`config.mk`:
```
export PLATFORM = sky130hd
export DESIGN_NAME = calendar_counter
export DESIGN_NICKNAME = d
export VERILOG_FILES = /design/src/rtl/cal_pkg.sv /design/src/rtl/cal_days_in_month.sv /design/src/rtl/calendar_counter.sv
export SDC_FILE = /design/constraint.sdc
export NUM_CORES = 1
export LEC_CHECK = 0
export CELL_PAD_IN_SITES_DETAIL_PLACEMENT = 1
export CELL_PAD_IN_SITES_GLOBAL_PLACEMENT = 1
export CORE_ASPECT_RATIO = 0.7
export CORE_MARGIN = 5
export CORE_UTILIZATION = 37
export DETAILED_ROUTE_END_ITERATION = 8
export PLACE_DENSITY = 0.95
export SYNTH_ARGS = -nofsm -noshare
export SYNTH_HDL_FRONTEND = slang
export SYNTH_SLANG_ARGS = --single-unit
```
`constraint.sdc`:
```
create_clock -name clk -period 5.4 [get_ports clk]
set_clock_uncertainty 0.2 [all_clocks]
set_input_delay 0.81 -clock clk [delete_from_list [all_inputs] [get_ports clk]]
set_output_delay 0.81 -clock clk [all_outputs]
set_load 0.03 [all_outputs]
```
`src/rtl/cal_pkg.sv`:
```
// Shared constants for the calendar counter: field limits, weekday
// encodings and the days-per-month table used by the month-length lookup.
package cal_pkg;

    typedef enum logic [2:0] {
        SUN = 3'd0,
        MON = 3'd1,
        TUE = 3'd2,
        WED = 3'd3,
        THU = 3'd4,
        FRI = 3'd5,
        SAT = 3'd6
    } weekday_e;

    localparam logic [10:0] SEC_MAX   = 11'd59;
    localparam logic [10:0] MIN_MAX   = 11'd59;
    localparam logic [10:0] HOUR_MAX  = 11'd23;
    localparam logic [10:0] WEEK_MAX  = 11'(SAT);
    localparam logic [5:0]  MONTH_MAX = 6'd12;
    localparam logic [5:0]  FEB       = 6'd2;

    // Non-leap month lengths, indexed by month number 1..12.
    localparam logic [4:0] DAYS_TBL [1:12] = '{
        5'd31, 5'd28, 5'd31, 5'd30, 5'd31, 5'd30,
        5'd31, 5'd31, 5'd30, 5'd31, 5'd30, 5'd31
    };

endpackage

```
`src/rtl/cal_days_in_month.sv`:
```
// Combinational month-length lookup: returns 28..31 for (month, year).
// Build option: define CAL_LEAP_EN to give February 29 days in leap years
// (divisible by 4 and not by 100, or divisible by 400). Without it February
// is always 28 days. Out-of-range months return 31; callers range-check the
// month themselves.
module cal_days_in_month
    import cal_pkg::*;
(
    input  logic [5:0]  month,
    input  logic [15:0] year,
    output logic [10:0] days
);

    logic leap_en;
    logic is_leap;

`ifdef CAL_LEAP_EN
    assign leap_en = 1'b1;
`else
    assign leap_en = 1'b0;
`endif

    assign is_leap = (((year % 16'd4) == 16'd0) && ((year % 16'd100) != 16'd0))
                   || ((year % 16'd400) == 16'd0);

    // Table lookup with the February leap override on top.
    always_comb begin
        days = 11'd31;
        if (month >= 6'd1 && month <= MONTH_MAX) begin
            days = {6'd0, DAYS_TBL[month[3:0]]};
        end
        if (month == FEB && is_leap && leap_en) begin
            days = 11'd29;
        end
    end

endmodule

```
`src/rtl/calendar_counter.sv`:
```
// Calendar/time-of-day counter advanced by a 1 Hz tick, with a validated
// one-cycle load and registered rollover strobes.
// Build option: CAL_LEAP_EN enables leap-year February (see cal_days_in_month).
//
// Control semantics: tick_1hz and load are single-cycle pulses sampled at
// posedge clk with no backpressure. Load has priority over tick in the same
// cycle (the tick is dropped); rst_n low has priority over both. Strobes
// are high for exactly the cycle in which the updated fields are visible.
module calendar_counter
    import cal_pkg::*;
#(
    parameter int RST_YEAR  = 2024,
    parameter int RST_MONTH = 1,
    parameter int RST_DAY   = 1,
    parameter int RST_WEEK  = 1,
    parameter int YEAR_MIN  = 2000,
    parameter int YEAR_MAX  = 2099
) (
    input  logic        clk,
    input  logic        rst_n,
    input  logic        tick_1hz,
    input  logic        load,
    input  logic [15:0] ld_year,
    input  logic [5:0]  ld_month,
    input  logic [10:0] ld_day,
    input  logic [10:0] ld_hour,
    input  logic [10:0] ld_minute,
    input  logic [10:0] ld_second,
    input  logic [10:0] ld_week,
    output logic [15:0] year,
    output logic [5:0]  month,
    output logic [10:0] day,
    output logic [10:0] hour,
    output logic [10:0] minute,
    output logic [10:0] second,
    output logic [10:0] week,
    output logic        min_wrap,
    output logic        hour_wrap,
    output logic        day_wrap,
    output logic        load_err
);

    localparam logic [15:0] Y_MIN = 16'(YEAR_MIN);
    localparam logic [15:0] Y_MAX = 16'(YEAR_MAX);

    logic [10:0] cur_dim;
    logic [10:0] ld_dim;
    logic        load_ok;
    logic        sec_carry;
    logic        min_carry;
    logic        day_carry;
    logic        mon_carry;
    logic        yr_carry;

    // Month length of the running date and of the date being loaded.
    cal_days_in_month u_cur_dim (
        .month (month),
        .year  (year),
        .days  (cur_dim)
    );

    cal_days_in_month u_ld_dim (
        .month (ld_month),
        .year  (ld_year),
        .days  (ld_dim)
    );

    assign load_ok = (ld_month >= 6'd1) && (ld_month <= MONTH_MAX)
                  && (ld_day >= 11'd1) && (ld_day <= ld_dim)
                  && (ld_hour <= HOUR_MAX)
                  && (ld_minute <= MIN_MAX)
                  && (ld_second <= SEC_MAX)
                  && (ld_week <= WEEK_MAX)
                  && (ld_year >= Y_MIN) && (ld_year <= Y_MAX);

    // Carry chain: each stage only carries when every lower stage wraps.
    assign sec_carry = (second == SEC_MAX);
    assign min_carry = sec_carry && (minute == MIN_MAX);
    assign day_carry = min_carry && (hour == HOUR_MAX);
    assign mon_carry = day_carry && (day == cur_dim);
    assign yr_carry  = mon_carry && (month == MONTH_MAX);

    // Field registers and strobes: reset, then load, then tick advance.
    always_ff @(posedge clk) begin
        if (!rst_n) begin
            year      <= 16'(RST_YEAR);
            month     <= 6'(RST_MONTH);
            day       <= 11'(RST_DAY);
            hour      <= 11'd0;
            minute    <= 11'd0;
            second    <= 11'd0;
            week      <= 11'(RST_WEEK);
            min_wrap  <= 1'b0;
            hour_wrap <= 1'b0;
            day_wrap  <= 1'b0;
            load_err  <= 1'b0;
        end else begin
            min_wrap  <= 1'b0;
            hour_wrap <= 1'b0;
            day_wrap  <= 1'b0;
            load_err  <= 1'b0;
            if (load) begin
                if (load_ok) begin
                    year   <= ld_year;
                    month  <= ld_month;
                    day    <= ld_day;
                    hour   <= ld_hour;
                    minute <= ld_minute;
                    second <= ld_second;
                    week   <= ld_week;
                end else begin
                    load_err <= 1'b1;
                end
            end else if (tick_1hz) begin
                second   <= sec_carry ? 11'd0 : second + 11'd1;
                min_wrap <= sec_carry;
                if (sec_carry) begin
                    minute    <= min_carry ? 11'd0 : minute + 11'd1;
                    hour_wrap <= min_carry;
                end
                if (min_carry) begin
                    hour     <= day_carry ? 11'd0 : hour + 11'd1;
                    day_wrap <= day_carry;
                end
                if (day_carry) begin
                    week <= (week == WEEK_MAX) ? 11'(SUN) : week + 11'd1;
                    day  <= mon_carry ? 11'd1 : day + 11'd1;
                end
                if (mon_carry) begin
                    month <= yr_carry ? 6'd1 : month + 6'd1;
                end
                if (yr_carry) begin
                    year <= (year == Y_MAX) ? Y_MIN : year + 16'd1;
                end
            end
        end
    end

endmodule

```
==> results.sh <==
export IMPL_ys_seq_elements=81
export IMPL_final_nets=973
export IMPL_initial_core_util_pct=37.8
export IMPL_worst_hold_path_type="reg2reg"
export IMPL_synth_top_cell_area_share_pct=29.1
export IMPL_core_um2=14700
export IMPL_die_y_um=113
export IMPL_clk_pin_slew_ns=0.06
export IMPL_syn_area_um2=5570
export IMPL_cts_setup_buffers=0
export IMPL_slowest_delay_ns=0.70
export IMPL_grt_pass1_vias=6944
export IMPL_min_period_ns=4.53
export IMPL_maxCapViolCount=0
export IMPL_grt_antenna_before_repair=0
export IMPL_synthCells=749
export IMPL_path_depth=10
export IMPL_synthesis_nets=843
export IMPL_vias=6949
export IMPL_arrival_ns=4.56
export IMPL_grt_pass1_wl_um=38000
export IMPL_slew_headroom_pct=21.6
export IMPL_route_detailed_vias_per_inst=6.44
export IMPL_power_w=0.00148
export IMPL_clk_latency_ns=0.35
export IMPL_ir_drop_mv=0.131
export IMPL_holdPathStages=2
export IMPL_crit_chain="clkdlybuf4s50_1 -> or4b_2 -> nor3_1 -> ha_1 -> nor2b_1 -> o211ai_1 -> nand3_1 -> nor3_2 -> nor2_1 -> o221a_2"
export IMPL_dieArea_um2=17600
export IMPL_ios=162
export IMPL_wl_per_cell_um=22.3
export IMPL_path_class="in2reg"
export IMPL_drt_pass1_iterations=5
export IMPL_synth_edf_count=0
export IMPL_critPathRequiredTime_ns=5.43
export IMPL_yosys_area_top_type="dfxtp_1"
export IMPL_status="completed"
export IMPL_drc=0
export IMPL_instances_no_fill=1079
export IMPL_setup_viol=0
export IMPL_ff2ff_path_depth=7
export IMPL_gp_congestion=0.889
export IMPL_setup_tns_ns=0
export IMPL_cp_max_fo=11
export IMPL_leakage_nw=2.61
export IMPL_synth_cell_types=73
export IMPL_cts_tree="done"
export IMPL_finalWirelength_um=24100
export IMPL_syn_to_final_growth_pct=36.7
export IMPL_crit_buf_inv=1
export IMPL_max_clock_freq_ghz=0.221
export IMPL_antenna_cells=0
export IMPL_rsz0062_at_grt="false"
export IMPL_power_density_nw_per_um2=194
export IMPL_htree_levels=3
export IMPL_cts_path_max_buffers=2
export IMPL_root_buffer="clkbuf_16"
export IMPL_numClockSinks=81
export IMPL_slew_violations=0
export IMPL_hold_violations=0
export IMPL_drive_gt1_share_pct=6.90
export IMPL_numCtsBuffers=9
export IMPL_finalCritPeriodShare_pct=83.8
export IMPL_grt_max_degree=82
export IMPL_avgSynthCellArea_um2=7.43
export IMPL_slowest_stage="or4b_2"
export IMPL_ant_nets=0
export IMPL_cts_resized=0
export IMPL_critPathCaptureType="register"
export IMPL_tightestPinTransition_ns=1.17
export IMPL_grt_use_total_pct=26.5
export IMPL_ys_async_sr_fraction_pct=0
export IMPL_synthTopCellsByArea="dfxtp_1 29%, nand2_1 6.5%, a21oi_1 4.9%"
export IMPL_placed_cells_incl_taps=1063
export IMPL_io_buffers=161
export IMPL_drt_iter0_markers=634
export IMPL_holdWs_ns=0.300
export IMPL_fin_util_pct=51.7
export IMPL_yosysWarningCount=0
export IMPL_critical_path_top_delay_family="simple AND/OR/NAND/NOR gates"
export IMPL_rows=37
export IMPL_startpoint_type="primary input"
export IMPL_die_w_um=157
export IMPL_hpwl_um=17300
export IMPL_cts_hold_buffers=0
export IMPL_synth_top_flop_cell="dfxtp_1"
export IMPL_fillCellCount=1825
export IMPL_seq_area_frac_synth_pct=29.1
export IMPL_grt_overflow=0
-- worst paths after layout --
| check | start | to | slack [ns] |
|---|---|---|---|
| max reg2reg | minute[1] | week[0] | 1.85 |
| max | ld_month[3] | year[11] | 0.87 |
| min | week[10] | week[10] | 0.30 |
| min reg2reg | week[10] | week[10] | 0.30 |
-- cell usage after synthesis, types with 7 or more instances --
| cell | number |
|---|---|
| o22ai_1 | 8 |
| nor3_1 | 35 |
| o31ai_1 | 20 |
| nand3_1 | 52 |
| a22oi_1 | 11 |
| nor2_1 | 59 |
| or3_1 | 7 |
| a31oi_1 | 12 |
| buf_2 | 8 |
| ha_1 | 13 |
| or4_1 | 10 |
| nand2_1 | 96 |
| o21ai_0 | 19 |
| inv_1 | 18 |
| and3_1 | 11 |
| nand4_1 | 18 |
| o32ai_1 | 13 |
| clkbuf_1 | 41 |
| nor3b_1 | 7 |
| dfxtp_1 | 81 |
| a211oi_1 | 7 |
| a31o_2 | 13 |
| a21oi_1 | 55 |
| nor4_1 | 17 |
| o211ai_1 | 13 |
-- cells in the final DEF (no fill, tap or decap), drive strengths merged, types with 19 or more instances in the layout --
| cell | count |
|---|---|
| clkdlybuf4s50 | 159 |
| nand2 | 96 |
| dfxtp | 81 |
| nor2 | 59 |
| a21oi | 55 |
| nand3 | 52 |
| nor3 | 37 |
| o31ai | 21 |
| o21ai | 20 |
| inv | 19 |
-- through the flow --
| stage | cell area, µm² | setup slack, ns |
|---|---|---|
| 2_1_floorplan | 5570 | 1.80 |
| 3_3_place_gp | 7300 | 0.746 |
| 3_5_place_dp | 7300 | 0.598 |
| 5_1_grt | 7610 | 0.689 |
| 4_1_cts | 7610 | 0.894 |
| 6_report | 7610 | 0.872 |
-- layout make-up --
class | count | area [µm²] | area share (%)
multi-input cells | 596 | 3680 | 48.4
repair buffers | 172 | 1680 | 22.1
flip-flops and latches | 81 | 1620 | 21.3
clock buffers | 14 | 274 | 3.60
well taps | 195 | 244 | 3.21
inverters | 19 | 71.3 | 0.937
clock inverters | 2 | 35.0 | 0.460
-- routing by layer --
metal,wire (µm),GRT usage [%],vias up
met3,1960,5.43,42
met2,10700,40.4,312
met4,533,6.71,0
met5,0,0,-
met1,10800,38.0,3429
li1,-,-,3166
-- sequential cells by signal (all words and copies together), names as in the netlist --
register and count:
hour_wrap 1, day 11, minute 11, load_err 1, week 11, hour 11
min_wrap 1, second 11, year 16, month 6, day_wrap 1
-- kinds of logic after synthesis --
logic type / count (synthesis) / share of synthesized area, %
AND/OR/NAND/NOR: 344 / 31.4
flip-flops: 81 / 29.1
adder cells (fa/ha/maj): 13 / 2.92
XOR/XNOR: 5 / 0.787
buffers and inverters: 72 / 5.17
AO/OA/AOI/OAI: 234 / 30.6
-- where the power goes --
group | total (W) | internal (W) | switching (W)
clock network | 0.000653 | 0.000396 | 0.000257
registers | 0.000613 | 0.000603 | 0.00000991
logic | 0.000209 | 0.0000934 | 0.000116
total | 0.00148 | 0.00109 | 0.000383
-- worst min-delay path, delay by kind of cell, from the launching register on --
family | cells | cell delay, ns
AOI/OAI and AO/OA | 1 | 0.05
DFF | 1 | 0.34
and+or+nand+nor | 1 | 0.06
Note: power is estimated with default switching activity, not from simulation.
